File: config.mk
export PLATFORM = sky130hd
export DESIGN_NAME = cpu_step_ctrl
export DESIGN_NICKNAME = d
export VERILOG_FILES = /design/src/rtl/cpu_ctrl_pkg.sv /design/src/rtl/btn_debounce.sv /design/src/rtl/cpu_step_ctrl.sv
export SDC_FILE = /design/constraint.sdc
export NUM_CORES = 1
export LEC_CHECK = 0
export ABC_CLOCK_PERIOD_IN_PS = 2600
export BUFFER_PORTS_ARGS = -buffer_cell sky130_fd_sc_hd__buf_2
export CAP_MARGIN = 20
export CORE_MARGIN = 8
export CORE_UTILIZATION = 55
export CTS_CLUSTER_DIAMETER = 50
export DETAILED_ROUTE_END_ITERATION = 8
export PLACE_DENSITY = 0.91
export SYNTH_ARGS = -nofsm -noshare
export SYNTH_HDL_FRONTEND = slang
export SYNTH_SLANG_ARGS = --single-unit
File: constraint.sdc
create_clock -name CLK -period 2.6 [get_ports CLK]
set_clock_uncertainty 0.1 [all_clocks]
set_input_delay 0.26 -clock CLK [delete_from_list [all_inputs] [get_ports CLK]]
set_output_delay 0.26 -clock CLK [all_outputs]
set_load 0.005 [all_outputs]
File: src/rtl/cpu_ctrl_pkg.sv
// Shared state encoding for the CPU step/run sequencer.
package cpu_ctrl_pkg;

  localparam int STATE_W = 3;

  typedef enum logic [STATE_W-1:0] {
    ST_HALT  = 3'd0,
    ST_STEP  = 3'd1,
    ST_RUN   = 3'd2,
    ST_BREAK = 3'd3
  } ctrl_state_e;

endpackage

File: src/rtl/btn_debounce.sv
// Push-button conditioner: 2-flop synchronizer, stability counter and a
// registered one-cycle pulse on each debounced rising edge.
module btn_debounce #(
  parameter int DEBOUNCE_CYCLES = 1000000
) (
  input  logic CLK,
  input  logic RST,
  input  logic raw,
  output logic level,
  output logic rise_pulse
);

  localparam int CW = (DEBOUNCE_CYCLES < 2) ? 1 : $clog2(DEBOUNCE_CYCLES);
  localparam logic [CW-1:0] CNT_LAST = CW'(DEBOUNCE_CYCLES - 1);

  logic          sync1;
  logic          sync2;
  logic [CW-1:0] cnt;

  always_ff @(posedge CLK or negedge RST) begin
    if (!RST) begin
      sync1      <= 1'b0;
      sync2      <= 1'b0;
      cnt        <= '0;
      level      <= 1'b0;
      rise_pulse <= 1'b0;
    end else begin
      sync1      <= raw;
      sync2      <= sync1;
      rise_pulse <= 1'b0;
      // Any sample that agrees with the current level restarts the stability window.
      if (sync2 == level) begin
        cnt <= '0;
      end else if (cnt == CNT_LAST) begin
        cnt        <= '0;
        level      <= sync2;
        rise_pulse <= sync2;
      end else begin
        cnt <= cnt + 1'b1;
      end
    end
  end

endmodule

File: src/rtl/cpu_step_ctrl.sv
// Clock-enable sequencer for the single-cycle CPU: free-run, single-step from
// a button, and stop on a PC breakpoint or halt instruction.
module cpu_step_ctrl
  import cpu_ctrl_pkg::*;
#(
  parameter int DEBOUNCE_CYCLES = 1000000,
  parameter int RUN_DIV         = 50000000,
  parameter int CNT_W           = 16
) (
  input  logic               CLK,
  input  logic               RST,
  input  logic               btn_step,
  input  logic               sw_run,
  input  logic               sw_bp_en,
  input  logic [31:0]        bp_addr,
  input  logic [31:0]        cur_pc,
  input  logic               halt_insn,
  output logic               cpu_en,
  output logic [STATE_W-1:0] state_o,
  output logic [CNT_W-1:0]   step_count,
  output logic               brk_hit
);

  localparam int DIV_W = $clog2(RUN_DIV);
  localparam logic [DIV_W-1:0] DIV_LAST = DIV_W'(RUN_DIV - 1);

  ctrl_state_e      state;
  logic [DIV_W-1:0] div;
  logic             skip_bp;
  logic             run_s1;
  logic             run_s;
  logic             db_level;
  logic             db_rise;
  logic             step_req;
  logic             stop_now;
  logic [CNT_W-1:0] cnt_inc;

  btn_debounce #(
    .DEBOUNCE_CYCLES(DEBOUNCE_CYCLES)
  ) u_btn_db (
    .CLK       (CLK),
    .RST       (RST),
    .raw       (btn_step),
    .level     (db_level),
    .rise_pulse(db_rise)
  );

  // A rise pulse is only meaningful while the debounced level is actually high.
  assign step_req = db_rise & db_level;

  // skip_bp lets the first pulse after (re)entering RUN execute the instruction sitting on the breakpoint.
  assign stop_now = halt_insn | (sw_bp_en & ~skip_bp & (cur_pc == bp_addr));
  assign cnt_inc  = (step_count == {CNT_W{1'b1}}) ? step_count : step_count + 1'b1;
  assign state_o  = state;

  always_ff @(posedge CLK or negedge RST) begin
    if (!RST) begin
      run_s1 <= 1'b0;
      run_s  <= 1'b0;
    end else begin
      run_s1 <= sw_run;
      run_s  <= run_s1;
    end
  end

  always_ff @(posedge CLK or negedge RST) begin
    if (!RST) begin
      state      <= ST_HALT;
      cpu_en     <= 1'b0;
      step_count <= '0;
      brk_hit    <= 1'b0;
      div        <= '0;
      skip_bp    <= 1'b0;
    end else begin
      cpu_en  <= 1'b0;
      brk_hit <= 1'b0;
      unique case (state)
        ST_HALT: begin
          if (run_s) begin
            state   <= ST_RUN;
            div     <= '0;
            skip_bp <= 1'b1;
          end else if (step_req) begin
            state <= ST_STEP;
          end
        end
        ST_STEP: begin
          if (halt_insn) begin
            state   <= ST_BREAK;
            brk_hit <= 1'b1;
          end else begin
            cpu_en     <= 1'b1;
            step_count <= cnt_inc;
            state      <= ST_HALT;
          end
        end
        ST_RUN: begin
          // Dropping the run switch wins over a pulse due on the same edge.
          if (!run_s) begin
            state <= ST_HALT;
            div   <= '0;
          end else if (div == DIV_LAST) begin
            div <= '0;
            if (stop_now) begin
              state   <= ST_BREAK;
              brk_hit <= 1'b1;
            end else begin
              cpu_en     <= 1'b1;
              step_count <= cnt_inc;
              skip_bp    <= 1'b0;
            end
          end else begin
            div <= div + 1'b1;
          end
        end
        ST_BREAK: begin
          if (!run_s) begin
            state <= ST_HALT;
          end else if (step_req) begin
            state <= ST_STEP;
          end else begin
            brk_hit <= 1'b1;
          end
        end
        default: state <= ST_HALT;
      endcase
    end
  end

endmodule
* Word level (Yosys, flattened, before mapping) *
Cells that the tools add are included.

word-level totals
  flip-flop bits (word level) = 74
  output and inout port bits = 21
  bits of input ports = 70
  logic and storage cells = 84

operators by class
  add/subtract/negate cells = 3
  multiplexer cells = 39
  bitwise operators = 6
  equal/unequal tests = 15
  reductions and logical operators = 8

operator list
  operator                                                         count
  16-bit 2-to-1 mux                                                5
  26-bit 2-to-1 mux                                                3
  26-bit one-hot mux with 2 select lines                           1
  20-bit 2-to-1 mux                                                2
  32-bit == test                                                   1
  16-bit one-hot mux with 2 select lines                           1
  26-bit by 1-bit adder with 26-bit output, second input constant  1
  26-bit == test, second input constant                            1
  20-bit by 1-bit adder with 20-bit output, second input constant  1
  20-bit == test, second input constant                            1
  3-bit 2-to-1 mux                                                 6
  16-bit by 1-bit adder with 16-bit output, second input constant  1
  16-bit == test, second input constant                            1
  1-bit 2-to-1 mux                                                 16
  3-bit one-hot mux with 4 select lines                            1
  2-bit != test, second input constant                             5
  5-bit AND reduction                                              2
  3-bit by 2-bit == test with 1-bit output, second input constant  2
  3-bit != test, second input constant                             2
  2-bit AND reduction                                              3
  1-bit one-hot mux with 2 select lines                            2
  2-bit nonzero test                                               2
  1-bit AND                                                        3
  3-bit by 1-bit == test with 1-bit output, second input constant  1
  6 further kinds                                                  7

* Depth between registers and ports, before layout *
Gate-level depths: netlist of the first run.

  depth in word-level cells = 8
  gate-level depth with buffers = 8
  mapped depth without buffers = 7

* Modules after synthesis *
From an unflattened synthesis of the first run, not the netlist that was laid out.

second synthesis, totals
  cell total of the unflattened synthesis = 451
  area, all modules = 4,184.0 um2

modules (own cells, without submodules)
  module         area each (um2)  instances  sequential area each (um2)  cells each
  cpu_step_ctrl  3,047.9          1          1,251.2                     335
  btn_debounce   1,136.1          1          600.6                       116

* Worst setup path before layout of the first run *
No wires, ideal clock.

  path kind = flip-flop to flip-flop
  start point = register div[7]
  end point = register step_count[1]
  path slack = 0.483 ns
  data required time = 2.373 ns
  library setup time = 0.127 ns
  clock period less this slack = 2.117 ns
  path buffers = 1
  arrival time = 1.890 ns
  stages on the path, launching flop included = 8
  path through = dfrtp_1 buf_6 nor4b_4 nand4b_4 o31ai_4 nand3_2 or2_1 mux2_1

on the way
  longest elaborated chain between the ends = 3

ends and longest elaborated chain
  element                               line                  RTL
  start: declaration                    cpu_step_ctrl.sv:28   logic [DIV_W-1:0] div;
  start signal: assignment              cpu_step_ctrl.sv:113  div <= div + 1'b1;
  26-bit == test                        cpu_step_ctrl.sv:102  end else if (div == DIV_LAST) begin
  2-bit != test (no source line)        n/a
  5-bit AND reduction (no source line)  n/a
  end signal: assignment                cpu_step_ctrl.sv:93   step_count <= cnt_inc;
  end signal: assignment                cpu_step_ctrl.sv:109  step_count <= cnt_inc;
  end: declaration                      cpu_step_ctrl.sv:20   output logic [CNT_W-1:0] step_count,

No other way between the ends.
A chain may end at the register's enable or synchronous reset.

* Worst setup path in the final report of the first run *
  start point = register div[0]
  end point = register step_count[11]

Same word-level chain as after synthesis.

==> results of run 1 <==
## cells by family (layout without fill, tap and decap cells)
group	after synthesis	after routing	synth area share, %
compound gates	62	62	9.43
xor+xnor	73	73	15.4
fa+ha+maj	3	3	0.904
buf+inv	22	129	2.53
flops	74	74	44.6
mux	2	2	0.542
other cells	1	1	0.0903
simple gates	193	193	26.5
## worst paths after layout
kind | endpoint | slack, ps | cells past startpoint
worst max-delay path | step_count[11]$_DFFE_PN0P_ | 180 | 8
worst min register to register | u_btn_db.sync2$_DFF_PN0_ | 260 | 0
min in group asynchronous | div[7]$_DFFE_PN0P_ | 310 | 2
worst min-delay path | cpu_en$_DFF_PN0_ | 40 | 2
worst max register to register | step_count[11]$_DFFE_PN0P_ | 180 | 8
max in group asynchronous | state_o[0]$_DFFE_PN0P_ | 1450 | 3
## power by group through the flow
stage / registers [mW] / clock network, mW / logic [mW]
after floorplan: 1.22 / 0 / 0.102
after global placement: 1.22 / 0 / 0.222
after detailed placement: 1.22 / 0 / 0.230
after CTS: 1.20 / 0.946 / 0.236
after global routing: 1.20 / 1.00 / 0.262
final: 1.20 / 0.923 / 0.233
## final cells by class
type,instances,area [um2],area share [%]
Timing Repair Buffer,105,583,11.7
Clock buffer,9,124,2.48
Inverter,8,30.0,0.601
Tap cell,99,124,2.48
Sequential cell,74,1850,37.1
Clock inverter,7,83.8,1.68
Multi-Input combinational cell,334,2200,44.0
## repair_timing
item | 4_1_cts | 5_1_grt
endpoints found under the setup margin | 0 | 1
endpoints found under the hold margin | 23 | 0
gates resized for setup | 0 | 1
hold buffers | 3 | 0
## cells in the final DEF, fill, tap and decap left out, types with 6 or more instances in the layout
cell      synthesis  layout
buf_2             6      90
dfrtp_1          74      74
xor2_1           62      62
nor2_1           46      46
nand2_1          30      30
o21ai_0          28      28
nand3_1          27      27
and3_1           15      15
nor4_1           16      15
nand4_1          14      14
xnor2_1          11      11
buf_4             0      11
nor3_1           10      10
a21oi_1          10      10
clkbuf_8          0       9
inv_1             8       8
nor3b_1           6       6
## cells in the mapped netlist (all sizes together) (2+ instances only)
cell	n
a21oi	10
a31oi	4
and3	15
and4	5
and4b	2
buf	10
clkbuf	4
dfrtp	74
ha	3
inv	8
mux2	2
nand2	30
nand2b	4
nand3	29
nand4	14
nor2	46
nor2b	3
nor3	10
nor3b	6
nor4	20
nor4b	2
o21ai	29
o31ai	7
o41ai	2
or2	2
or3	2
xnor2	11
xor2	62
## critical path, cell delays in order (launching register included)
cell and delay, ps:
dfrtp_1 410, ha_1 230, and4_1 310, nand3_4 150, o31ai_4 290, nand3_2 160, buf_4 200, nor4_1 320
xor2_1 180
## metal layers
metal | track usage (%) | routed length (um)
met1 | 22.9 | 4090
met2 | 35.1 | 5050
met3 | 5.20 | 1110
met4 | 9.34 | 211
met5 | 0 | 0
## flip-flops by register name (all words and copies together) (netlist names)
signal and flops:
brk_hit 1, u_btn_db.level 1, run_s 1, step_count 16, u_btn_db.cnt 20, run_s1 1
u_btn_db.sync1 1, u_btn_db.rise_pulse 1, state_o 3, div 26, u_btn_db.sync2 1, skip_bp 1
cpu_en 1
## per-stage QoR
step | hold WS (ps) | setup TNS (ps)
floorplan | -136 | 0
global placement | 164 | 0
detailed placement | 164 | 0
CTS | 14.1 | 0
global route | 35.4 | -1.75
finish | 35.0 | 0
==> run_results.csv, run 1 <==
group,metric,value,unit
outcome,status,"completed",
sta,fin_crit_sh,93.0,%
power,p_sw_share,26.1,%
sta,worst_pin_slew,522,ps
critical_path,required,2780,ps
critical_path,crit_path_start,"div[0]$_DFFE_PN0P_",
route,wl_per_cell,16.5,um
logic_synthesis,synth_cell_types,53,
critical_path,crit_type,"reg -> reg",
placed_design,portBuffers,90,
cts,htreeDepth,3,
cts,cts.sinks,74,
critical_path,r2r_start,"div[0]$_DFFE_PN0P_",
critical_path,end_kind,"register",
floorplan,fp.dieH,103,um
finish,utilization,68.5,%
route,first_pass_iters,4,
logic_synthesis,synth-seq-area-share,44.6,%
placed_design,post-place-cells,617,
power,seq_power_share,50.9,%
run,max_cap_viol_count,0,
floorplan,start_util,56.9,%
route,drt-initial-drc-count,237,
logic_synthesis,ys_ff_latch,74,
logic_synthesis,yosysTopAreaCell,"dfrtp_1",
power,p_per_area,471,nW/um2
cts,clock_latency,350,ps
finish,filler_cell_count,548,
floorplan,rows,31,
floorplan,die_area,10600,um2
cts,clk_pin_slew_worst_paths,90,ps
critical_path,crit_fanout,8,
global_route,gr-usage-all-layers,20.3,%
power,pwr-share-comb,9.9,%
sta,slew_headroom,65.2,%
sta,setup_viol,0,
floorplan,die_w,103,um
placed_design,gp_congestion,0.846,
placed_design,placedInstanceArea,4750,um2
sta,period_minus_slack,2420,ps
critical_path,cp.arrival,2600,ps
floorplan,coreArea,7290,um2
cts,clock_path_buffers,2,
cts,cts_tree,"built",
logic_synthesis,yosys_warnings,0,
power,p_switching,0.615,mW
global_route,antenna_found_initial,0,
power,p_clk_share,39.2,%
power,p_int,1.74,mW
logic_synthesis,syn_nets,503,
power,p_leak,2.38,nW
cts,clock-root-buffer,"clkbuf_8",
logic_synthesis,synth_area_per_cell,9.65,um2
route,drtAntennaViolNets,0,
route,drc,0,
finish,finalInstanceArea,5000,um2
sta,report.final.slew_viol_count,0,
finish,drive_gt1_share,25.0,%
logic_synthesis,synth_top_cell_area_share,44.6,%
finish,fin_cells,636,
finish,nNetsFinal,605,
finish,area_delta_synth_final,20.4,%
power,power,2.35,mW
global_route,grt_pass1_vias,3626,
sta,finalHoldViolations,0,
cts,cts_buffers,9,
global_route,grt_pass1_wl,17000,um
cts,postCtsSetupRepairBufs,0,
floorplan,io_pins,91,
critical_path,startpoint_type,"register",
route,drt-total-wl,10500,um
sta,timing.fmax,414,MHz
sta,fin_ws,182,ps
logic_synthesis,async_reset_ff_share,100,%
logic_synthesis,synth_area_leaders,"dfrtp_1, xor2_1, nor2_1, o21ai_0, nand3_1",
finish,antenna_cells,0,
route,avgViaCountPerCell,5.75,
placed_design,dp_hpwl,8020,um
min_path,hold_class,"in -> reg",
logic_synthesis,netlist_area,4150,um2
min_path,hp-start,"halt_insn",
route,vias,3659,
logic_synthesis,ys.flop_type,"dfrtp_1",
logic_synthesis,synth_edf_count,0,
logic_synthesis,netlist_instances,430,
global_route,gr-total-overflow,0,
placed_design,pre_cts_ws,224,ps
power,peakVddDrop,0.271,mV
global_route,grt_max_degree,54,
Power figures use the tool's default switching activity.
==> inputs of run 2 (changes only) <==
--- a/config.mk
+++ b/config.mk
@@ -6,13 +6,14 @@
 export NUM_CORES = 1
 export LEC_CHECK = 0
 export ABC_CLOCK_PERIOD_IN_PS = 2600
-export BUFFER_PORTS_ARGS = -buffer_cell sky130_fd_sc_hd__buf_2
 export CAP_MARGIN = 20
 export CORE_MARGIN = 8
 export CORE_UTILIZATION = 55
 export CTS_CLUSTER_DIAMETER = 50
 export DETAILED_ROUTE_END_ITERATION = 8
-export PLACE_DENSITY = 0.91
+export DONT_BUFFER_PORTS = 1
+export PLACE_DENSITY = 0.8
+export REMOVE_ABC_BUFFERS = 1
 export SYNTH_ARGS = -nofsm -noshare
 export SYNTH_HDL_FRONTEND = slang
 export SYNTH_SLANG_ARGS = --single-unit
==> run 2 against run 1 <==
Effect of this change:
- total power rose by 3.4%
- first-iteration DRC count rose by 11%
- cell area fell by 8.2%
- core utilization fell by 5.6 points
- global-route usage fell by 1.7 points
- via count fell by 9.9%
- sequential power barely moved
- die area did not move
- non-clock buffer count fell by 89
- register-to-register slack got worse by 60 ps
- critical path depth fell by 1
- combinational power fell by 30%
- largest cell class unchanged
==> run_results.csv, run 2 (same netlist as run 1, synthesis figures left out) <==
group,metric,value,unit
sta,worst_pin_slew,532,ps
cts,cts_buffers,9,
finish,nNetsFinal,516,
sta,rsz0062_at_grt,"no",
finish,antenna_cells,0,
critical_path,cp.arrival,2630,ps
critical_path,crit_fanout,11,
placed_design,dp_hpwl,6980,um
floorplan,die_w,103,um
global_route,grt_max_degree,75,
floorplan,fp.dieH,103,um
floorplan,io_pins,91,
cts,cts.sinks,74,
global_route,gr-total-overflow,0,
min_path,hold_class,"in -> reg",
global_route,grt_pass1_vias,3307,
floorplan,die_area,10600,um2
power,peakVddDrop,0.376,mV
sta,hold_ws,136,ps
power,p_leak,2.02,nW
sta,fin_ws,119,ps
floorplan,rows,31,
floorplan,coreArea,7290,um2
cts,cts_resized,0,
route,wl_per_cell,17.6,um
cts,ctsHoldBuffers,5,
cts,clk_pin_slew_worst_paths,80,ps
cts,htreeDepth,3,
sta,timing.fmax,403,MHz
critical_path,cp_slowest_stage_delay,400,ps
placed_design,pre_cts_ws,139,ps
critical_path,end_kind,"register",
finish,multi_input_area,2190,um2
cts,clock_path_buffers,2,
finish,area_delta_synth_final,10.5,%
global_route,gr-usage-all-layers,18.6,%
global_route,antenna_found_initial,0,
floorplan,start_util,56.9,%
critical_path,critPathSlowestCell,"dfrtp_1",
cts,clock-root-buffer,"clkbuf_8",
sta,fin_crit_sh,95.4,%
finish,largest_reg_flops,26,
route,first_pass_iters,4,
sta,period_minus_slack,2480,ps
route,avgViaCountPerCell,6.04,
run,max_cap_viol_count,0,
placed_design,gp_congestion,0.859,
global_route,grt_pass1_wl,15500,um
finish,final_common_cell,"dfrtp_1",
critical_path,required,2740,ps
route,drt-initial-drc-count,263,
finish,reg.largest.list,"div: 26 flops, u_btn_db.cnt: 20 flops, step_count: 16 flops",
sta,report.final.slew_viol_count,0,
critical_path,cp_top_family,"simple AND/OR/NAND/NOR gates",
route,drt-total-wl,9630,um
critical_path,crit_type,"reg -> reg",
finish,utilization,62.9,%
cts,postCtsSetupRepairBufs,0,
finish,seqCellArea,1850,um2
finish,filler_cell_count,554,
route,drc,0,
critical_path,cp_cell_sequence,"ha_1 > and4_1 > nand3_4 > o31ai_4 > nand3_2 > or2_1 > mux2_1",
critical_path,cp.buffers_inverters,0,
sta,fin_tns_setup,0,ps
placed_design,portBuffers,0,
outcome,status,"completed",
critical_path,startpoint_type,"register",
cts,clock_latency,350,ps
route,drtAntennaViolNets,0,
finish,final_cell_mix,"dfrtp_1, xor2_1, nor2_1",
finish,drive_gt1_share,9.40,%
sta,setup_viol,0,
cts,cts_tree,"built",
sta,finalHoldViolations,0,
power,p_per_area,531,nW/um2
sta,slew_headroom,64.3,%
route,vias,3296,
finish,largest_register,"div",
[run 2: routing by layer]
metal / track usage (%) / share of wire (%) / up-vias
li1: - / - / 1555
met1: 22.3 / 41 / 1574
met3: 4.52 / 9.5 / 17
met5: 0 / 0 / -
met2: 31.3 / 48 / 150
met4: 7.90 / 1.7 / 0
[run 2: area by class of cell]
class,count,share of cell area (%)
sequential,74,40.4
multi-input combinational,334,47.8
clock inverter,6,2.48
inverter,8,0.654
tap,99,2.70
timing repair buffer,16,3.27
clock buffer,9,2.70
[run 2: through the flow]
step	cells	total power [mW]	instance area (um2)
after global routing	546	2.53	4590
after global placement	526	1.35	4280
after detailed placement	526	1.35	4280
after floorplan	416	1.31	4080
after CTS	546	2.46	4590
final	546	2.43	4590
[run 2: final timing paths]
check / cells after the start / slack [ps] / end / from
worst max register to register: 7 / 120 / step_count[1]$_DFFE_PN0P_ / div[0]$_DFFE_PN0P_
min in group asynchronous: 2 / 370 / u_btn_db.cnt[15]$_DFF_PN0_ / RST
worst min-delay path: 3 / 140 / state_o[0]$_DFFE_PN0P_ / halt_insn
worst min register to register: 0 / 270 / u_btn_db.sync2$_DFF_PN0_ / u_btn_db.sync1$_DFF_PN0_
max in group asynchronous: 2 / 1760 / step_count[15]$_DFFE_PN0P_ / RST
worst max-delay path: 7 / 120 / step_count[1]$_DFFE_PN0P_ / div[0]$_DFFE_PN0P_
[run 2: worst reg2reg max path: cells and delay by family, from the launching register on]
kind | cells | cell delay (ps)
and+or+nand+nor | 4 | 1040
DFF | 1 | 400
AOI/OAI and AO/OA | 1 | 310
muxes | 1 | 310
adders and majority gates | 1 | 220
[run 2: power by group]
| group | switching [mW] | total, mW | internal [mW] |
|---|---|---|---|
| Sequential | 0.0285 | 1.20 | 1.17 |
| Combinational | 0.0977 | 0.163 | 0.0652 |
| Clock | 0.435 | 1.07 | 0.635 |
| Total | 0.561 | 2.43 | 1.87 |
==> inputs of run 3 (changes only) <==
--- a/config.mk
+++ b/config.mk
@@ -12,6 +12,7 @@
 export CTS_CLUSTER_DIAMETER = 50
 export DETAILED_ROUTE_END_ITERATION = 8
 export DONT_BUFFER_PORTS = 1
+export GPL_TIMING_DRIVEN = 0
 export PLACE_DENSITY = 0.8
 export REMOVE_ABC_BUFFERS = 1
 export SYNTH_ARGS = -nofsm -noshare
==> run 3 against run 2 <==
Effect of this change:
- global-route usage decreased by 0.12 points
- final cell count decreased by 1.5%
- critical endpoint unchanged
- total power about the same
- non-clock buffer count decreased by 9
- routed wire length decreased by 1.3%
- clock-buffer cell count unchanged
- largest power group unchanged
- critical path type unchanged
- highest routed layer unchanged
==> run_results.csv, run 3 (same netlist as run 1, synthesis figures left out) <==
group,metric,value,unit
cts,cts_tree,"built",
global_route,grt_max_degree,75,
floorplan,start_util,56.9,%
min_path,hold_class,"in -> reg",
cts,clock-root-buffer,"clkbuf_8",
sta,finalHoldViolations,0,
cts,clock_latency,360,ps
sta,fin_tns_setup,0,ps
floorplan,coreArea,7290,um2
power,power,2.43,mW
run,max_cap_viol_count,0,
outcome,status,"completed",
route,wl_per_cell,17.7,um
power,seq_power_share,49.6,%
power,peakVddDrop,0.259,mV
floorplan,die_area,10600,um2
sta,setup_viol,0,
route,drtAntennaViolNets,0,
power,p_per_area,532,nW/um2
critical_path,r2r_cells,7,
critical_path,startpoint_type,"register",
global_route,gr-total-overflow,0,
sta,worst_pin_slew,836,ps
cts,cts.sinks,74,
placed_design,gp_congestion,0.774,
sta,fin_crit_sh,95.7,%
route,drt-total-wl,9510,um
finish,nNetsFinal,508,
global_route,grt_pass1_wl,15200,um
finish,final_cell_mix,"dfrtp_1, xor2_1, nor2_1",
sta,fin_ws,112,ps
critical_path,crit_type,"reg -> reg",
cts,clk_pin_slew_worst_paths,80,ps
power,p_int,1.87,mW
finish,antenna_cells,0,
route,avgViaCountPerCell,6.11,
finish,multi_input_area,2250,um2
finish,final_common_cell,"dfrtp_1",
power,pwr-share-comb,6.2,%
min_path,min_path_cells,3,
power,p_switching,0.563,mW
global_route,antenna_found_initial,0,
placed_design,post-place-cells,517,
power,p_leak,1.98,nW
route,vias,3285,
route,first_pass_iters,4,
finish,largest_register,"div",
finish,fin_cells,538,
critical_path,cp.arrival,2630,ps
sta,period_minus_slack,2490,ps
cts,cts_buffers,9,
floorplan,fp.dieH,103,um
global_route,grt_pass1_vias,3273,
sta,timing.fmax,402,MHz
cts,clock_path_buffers,2,
critical_path,end_kind,"register",
cts,htreeDepth,3,
critical_path,crit_fanout,11,
power,p_sw_share,23.1,%
finish,filler_cell_count,545,
sta,report.final.slew_viol_count,0,
finish,area_delta_synth_final,10.3,%
placed_design,pre_cts_ws,15.7,ps
route,drc,0,
placed_design,dp_hpwl,6860,um
route,drt-initial-drc-count,145,
sta,slew_headroom,43.8,%
floorplan,io_pins,91,
sta,rsz0062_at_grt,"yes",
finish,largest_reg_flops,26,
global_route,gr-usage-all-layers,18.5,%
power,p_clk_share,44.2,%
critical_path,required,2750,ps
finish,seqCellArea,1850,um2
floorplan,die_w,103,um
placed_design,portBuffers,0,
floorplan,rows,31,
sta,hold_ws,125,ps
finish,reg.largest.list,"div: 26 flops, u_btn_db.cnt: 20 flops, step_count: 16 flops",
finish,drive_gt1_share,9.11,%
[run 3: what timing repair did]
item	4_1_cts	5_1_grt
setup buffers	0	0
setup endpoints to repair	1	25
cloned	0	1
pin swaps	0	2
gates resized for setup	1	7
hold endpoints to repair	79	0
hold buffers	5	0
[run 3: final cells by class]
| class | count | area share (%) |
|---|---|---|
| Tap cell | 99 | 2.70 |
| Inverter | 8 | 0.656 |
| Clock buffer | 9 | 2.70 |
| Clock inverter | 6 | 2.51 |
| Timing Repair Buffer | 7 | 1.88 |
| Sequential cell | 74 | 40.5 |
| Multi-Input combinational cell | 335 | 49.1 |
[run 3: worst paths after layout]
check	startpoint	to	slack (ps)
min in group asynchronous	RST	u_btn_db.cnt[14]$_DFF_PN0_	360
worst max register to register	div[0]$_DFFE_PN0P_	step_count[1]$_DFFE_PN0P_	110
worst min-delay path	halt_insn	state_o[0]$_DFFE_PN0P_	120
max in group asynchronous	RST	state_o[1]$_DFFE_PN0P_	1760
worst max-delay path	div[0]$_DFFE_PN0P_	step_count[1]$_DFFE_PN0P_	110
worst min register to register	run_s1$_DFF_PN0_	run_s$_DFF_PN0_	270
[run 3: power groups by stage]
stage | sequential, mW | clock (mW) | combinational [mW]
2_1_floorplan | 1.22 | 0 | 0.0918
3_3_place_gp | 1.23 | 0 | 0.109
3_5_place_dp | 1.23 | 0 | 0.117
4_1_cts | 1.21 | 1.10 | 0.151
5_1_grt | 1.21 | 1.15 | 0.176
6_report | 1.21 | 1.08 | 0.151
[run 3: routing by layer]
layer / up-vias / wire length [um] / track usage (%)
met5: - / 0 / 0
met4: 0 / 206 / 7.68
met3: 17 / 917 / 5.60
met2: 147 / 4600 / 31.6
met1: 1567 / 3790 / 21.1
li1: 1554 / - / -
[run 3: worst max-delay path, cell delays in order, from the launching register on]
cell and delay (ps):
dfrtp_1 400, ha_1 230, and4_2 290, nand3_4 190, o31ai_4 350, nand3_4 190
or2_1 300, mux2_1 320
[run 3: metrics by stage]
stage	util, %	instance area, um2
floorplan	-	4080
global placement	57.6	4200
detailed placement	58.0	4230
CTS	62.3	4540
global route	62.8	4580
finish	62.8	4580
